### config.mk
export PLATFORM = sky130hd
export DESIGN_NAME = bus_distributor_4_outputs
export DESIGN_NICKNAME = d
export VERILOG_FILES = /design/src/rtl/bus_distributor_4_outputs.sv
export SDC_FILE = /design/constraint.sdc
export NUM_CORES = 1
export LEC_CHECK = 0
export CAP_MARGIN = 20
export CORE_MARGIN = 2
export CORE_UTILIZATION = 35
export CTS_CLUSTER_SIZE = 24
export DETAILED_ROUTE_END_ITERATION = 10
export SLEW_MARGIN = 20
export SYNTH_ARGS = -nofsm -noshare
export SYNTH_HDL_FRONTEND = slang
export SYNTH_SLANG_ARGS = --single-unit
### constraint.sdc
create_clock -name clock -period 7.5 [get_ports clock]
set_clock_uncertainty 0.2 [all_clocks]
set_input_delay 2.25 -clock clock [delete_from_list [all_inputs] [get_ports clock]]
set_output_delay 2.25 -clock clock [all_outputs]
set_load 0.01 [all_outputs]
### src/rtl/bus_distributor_4_outputs.sv
// bus_distributor_4_outputs: registered 1-to-4 fan-out with valid/ready
// handshakes. Each accepted word goes to one addressed channel, to the
// round-robin channel, or to all four channels. Per-channel bubble inversion
// is applied as the word is loaded into its output slot.
module bus_distributor_4_outputs #(
  parameter int          NrOfBits    = 1,
  parameter logic [3:0]  BubblesMask = 4'b0000
) (
  input  logic                clock,
  input  logic                reset_n,
  input  logic [NrOfBits-1:0] in_data,
  input  logic                in_valid,
  output logic                in_ready,
  input  logic [1:0]          in_sel,
  input  logic                in_auto,
  input  logic                in_bcast,
  output logic [NrOfBits-1:0] out1_data,
  output logic                out1_valid,
  input  logic                out1_ready,
  output logic [NrOfBits-1:0] out2_data,
  output logic                out2_valid,
  input  logic                out2_ready,
  output logic [NrOfBits-1:0] out3_data,
  output logic                out3_valid,
  input  logic                out3_ready,
  output logic [NrOfBits-1:0] out4_data,
  output logic                out4_valid,
  input  logic                out4_ready
);

  logic [NrOfBits-1:0] data_q [4];
  logic [NrOfBits-1:0] data_d [4];
  logic [3:0]          valid_q;
  logic [3:0]          valid_d;
  logic [1:0]          rr_ptr_q;
  logic [1:0]          rr_ptr_d;

  logic [3:0]          out_ready;
  logic [3:0]          slot_free;
  logic [3:0]          target;
  logic                xfer;

  assign out_ready = {out4_ready, out3_ready, out2_ready, out1_ready};

  // Target selection and acceptance: broadcast needs every slot free, other
  // modes only need the one targeted slot free (a draining slot counts as free).
  always_comb begin
    slot_free = ~valid_q | out_ready;
    target    = 4'b0000;
    in_ready  = 1'b0;
    if (in_bcast) begin
      target   = 4'b1111;
      in_ready = &slot_free;
    end else if (in_auto) begin
      target   = 4'b0001 << rr_ptr_q;
      in_ready = |(target & slot_free);
    end else begin
      target   = 4'b0001 << in_sel;
      in_ready = |(target & slot_free);
    end
    xfer = in_valid && in_ready;
  end

  // Slot update: a load wins over a drain, a drained slot keeps its old data,
  // and the pointer only advances on auto-mode transfers.
  always_comb begin
    rr_ptr_d = rr_ptr_q;
    for (int k = 0; k < 4; k++) begin
      data_d[k]  = data_q[k];
      valid_d[k] = valid_q[k];
      if (xfer && target[k]) begin
        data_d[k]  = in_data ^ {NrOfBits{BubblesMask[k]}};
        valid_d[k] = 1'b1;
      end else if (valid_q[k] && out_ready[k]) begin
        valid_d[k] = 1'b0;
      end
    end
    if (xfer && !in_bcast && in_auto) begin
      rr_ptr_d = rr_ptr_q + 2'd1;
    end
  end

  // Slot and pointer registers; reset discards any held words.
  always_ff @(posedge clock or negedge reset_n) begin
    if (!reset_n) begin
      for (int k = 0; k < 4; k++) begin
        data_q[k] <= '0;
      end
      valid_q  <= 4'b0000;
      rr_ptr_q <= 2'd0;
    end else begin
      for (int k = 0; k < 4; k++) begin
        data_q[k] <= data_d[k];
      end
      valid_q  <= valid_d;
      rr_ptr_q <= rr_ptr_d;
    end
  end

  assign out1_data  = data_q[0];
  assign out2_data  = data_q[1];
  assign out3_data  = data_q[2];
  assign out4_data  = data_q[3];
  assign out1_valid = valid_q[0];
  assign out2_valid = valid_q[1];
  assign out3_valid = valid_q[2];
  assign out4_valid = valid_q[3];

endmodule
==> results.md <==
* Worst min-delay path category: reg -> reg
* DR vias/cell at 5.05
* Final Cycle Share at 90.2%
* Clock buffer count from CTS at 3
* Ratio of cells with drive above 1 in the final layout at a little under a quarter
* Largest net degree at the start of global routing at 12
* Crit end category: primary output
* Critical path cell sequence: clkdlybuf4s50_1, mux4_2, nor2_4, a2bb2oi_4, inv_2, clkdlybuf4s50_1
* CTS resizes at 0
* Setup TNS at 0 ns
* Crit path launch type: input port
* Worst-path clk slew at ~0.070 ns
* Core area at around 1900 um^2
* Post-synthesis register bit count at 10
* DRT antenna net count at 0
* Tmin final at 6.76 ns
* MaxCap Viol Count at 0
* Routability congestion estimate at 0.728
* Sequential share of the synthesized area at between 30% and 40%
* Leakage Power at 0.392 nW
* Worst IR Drop VDD at 0.155 mV
* Most common cell on crit path: clkdlybuf4s50_1
* Crit path DAT at 4.31 ns
* Switch Pwr at 96.0 uW
* Sinks on Clock Net at 10
* WL/cell at 13.0 um
* Combinational power share at 49.8%
* RSZ-0062 raised after global routing: no
* Initial antenna violation count at 0
* Slew headroom at 70.1%
* Post-CTS Hold Fix Bufs at 0
* Sequential share of power at 32.8%
* Post-CTS setup buffer count at 0
* TritonRoute pass-1 iters at 4
* EDFF count, synth at 0
* Top_reg_cell synth: dfrtp_1
* Worst path required time at 5.05 ns
* Syn_nets at between 70 and 80
* Vias in the first global route at 513
* Syn Inst Count at between 60 and 70
* Worst Path Buf+Inv at 3
* Setup violators final at 0
* GRT Overall Usage at 12.9%
* Asr flop ratio synth at 100%
* Pre-CTS WS at ~0.75 ns
* Die area at between 2000 and 2500 um^2
* Clk pwr share at 17.4%
* Avg Cell Area, Syn at 11.4 um^2
* Yosys warnings at 0
* Setup Crit Path Kind: in -> out
* Critical path's top delay family: buffers and inverters
* Most common cell after layout, fill and taps aside: clkdlybuf4s50_1
* CTS tree: yes
* Global-route wire length before repair at 2320 um
* Root Buffer: clkbuf_4
* Fmax at ~150 MHz
* Routed vias at 556
* Final WL at 1430 um
* Pwr dens at 290 nW/um^2
* Fin. max-slew vios at 0
* Nets@finish at 100
* Initial Utilization at 36.1%
* Worst-case register-to-register setup slack at 5.46 ns
* Layout area overhead at 36.6%
* Iter 0 DRT Violations at 16
* Worst slew pin tran at 0.447 ns
* Yosys cell types at 26
* Slowest stage cell, crit path: clkdlybuf4s50_1
* Switch share at 34.9%
* Residual DRC count at 0
* Most frequent cells in the layout: 20 x clkdlybuf4s50_1, 10 x dfrtp_1
* Status: finished, final reports clean
* Post-synthesis cell area at 694 um^2
* Worst skew pair latency at 0.27 ns
* FP Rows at 16
* Port Buf Inserts at 20
* CP max stage delay at ~0.56 ns
* Max FO, Critical Path at 9
* Die height at 48.5 um
* Total gr overflow at 0
* Hold Violations, Final at 0
* H-Tree Depth at 1
* DP HPWL at 1160 um
* Die width at 48.5 um
* Fillers at 190
* Antenna fix cells at 0
* CTS Buffer Depth at 2
* Post-route worst setup slack at 0.737 ns
* Internal at roughly 180 uW
* I/O pin total at 21
==> cell type report <==
class	instances	area (um^2)	share of cell area (%)
Multi-Input combinational cell	45	413	43.5
Sequential cell	10	250	26.4
Timing Repair Buffer	20	200	21.1
Clock buffer	4	36.3	3.83
Tap cell	27	33.8	3.56
Inverter	4	15.0	1.58
==> synth_stat cells, drive strengths merged, types with 2 or more instances <==
| master | count | area (um^2) |
|---|---|---|
| a21o | 3 | 26.3 |
| nor3b | 2 | 15.0 |
| dfrtp | 10 | 250 |
| nor3 | 2 | 15.0 |
| buf | 2 | 16.3 |
| o21ai | 8 | 40.0 |
| o31ai | 4 | 30.0 |
| nand2b | 4 | 55.1 |
| ha | 4 | 50.1 |
| inv | 4 | 15.0 |
| nand2 | 4 | 15.0 |
| o311ai | 4 | 35.0 |
==> metal layers <==
metal	track usage, %	part of all wire, %	up-vias
met5	0	0	-
met4	6.19	1.4	0
met3	4.94	4.4	4
met2	19.0	49	12
met1	16.6	45	262
li1	-	-	278
==> cells by family after synthesis <==
logic type | share of synthesized area, %
AOI/OAI and AO/OA | 27.4
and+or+nand+nor | 18.2
DFF | 36.0
buffers and inverters | 4.50
adders and majority gates | 7.21
muxes | 5.40
xor gates and xnor gates | 1.26
==> worst reg2reg max path, cell delays in order (launching register included) <==
cell and delay, ns:
dfrtp_1 0.37, inv_1 0.09, ha_1 0.22, a222oi_1 0.38
a31o_4 0.26, a2bb2oi_4 0.27, o21ai_1 0.12
==> per-stage QoR <==
stage               cell area, um^2  power, mW  hold slack (ns)  util, %  instances
global route                    948      0.296            0.406     49.3        110
global placement                912      0.227            0.365     47.5        106
CTS                             948      0.278            0.375     49.3        110
finish                          948      0.275            0.366     49.3        110
detailed placement              912      0.230            0.359     47.5        106
floorplan                       694      0.172            0.335        -         61
==> power by group through the flow <==
stage               Sequential [mW]  Clock, mW  Combinational [mW]
floorplan                    0.0966          0              0.0755
global placement             0.0914          0               0.136
detailed placement           0.0920          0               0.137
CTS                          0.0909     0.0494               0.138
global route                 0.0939     0.0532               0.148
finish                       0.0902     0.0479               0.137
==> worst paths after layout <==
check,start,to,depth (start not counted)
setup / recovery,in_sel[0],in_ready,6
hold / removal,valid_q[0]$_DFFE_PN0P_,valid_q[0]$_DFFE_PN0P_,2
setup reg to reg,rr_ptr_q[0]$_DFFE_PN0P_,valid_q[2]$_DFFE_PN0P_,6
hold reg to reg,valid_q[0]$_DFFE_PN0P_,valid_q[0]$_DFFE_PN0P_,2
max in group asynchronous,reset_n,valid_q[2]$_DFFE_PN0P_,1
min in group asynchronous,reset_n,out3_data$_DFFE_PN0P_,1
==> registers in the layout, summed over array words and instances, names as in the netlist <==
name	cells
out1_data	1
out2_data	1
out3_data	1
out4_data	1
rr_ptr_q	2
valid_q	4
Power figures use the tool's default switching activity.
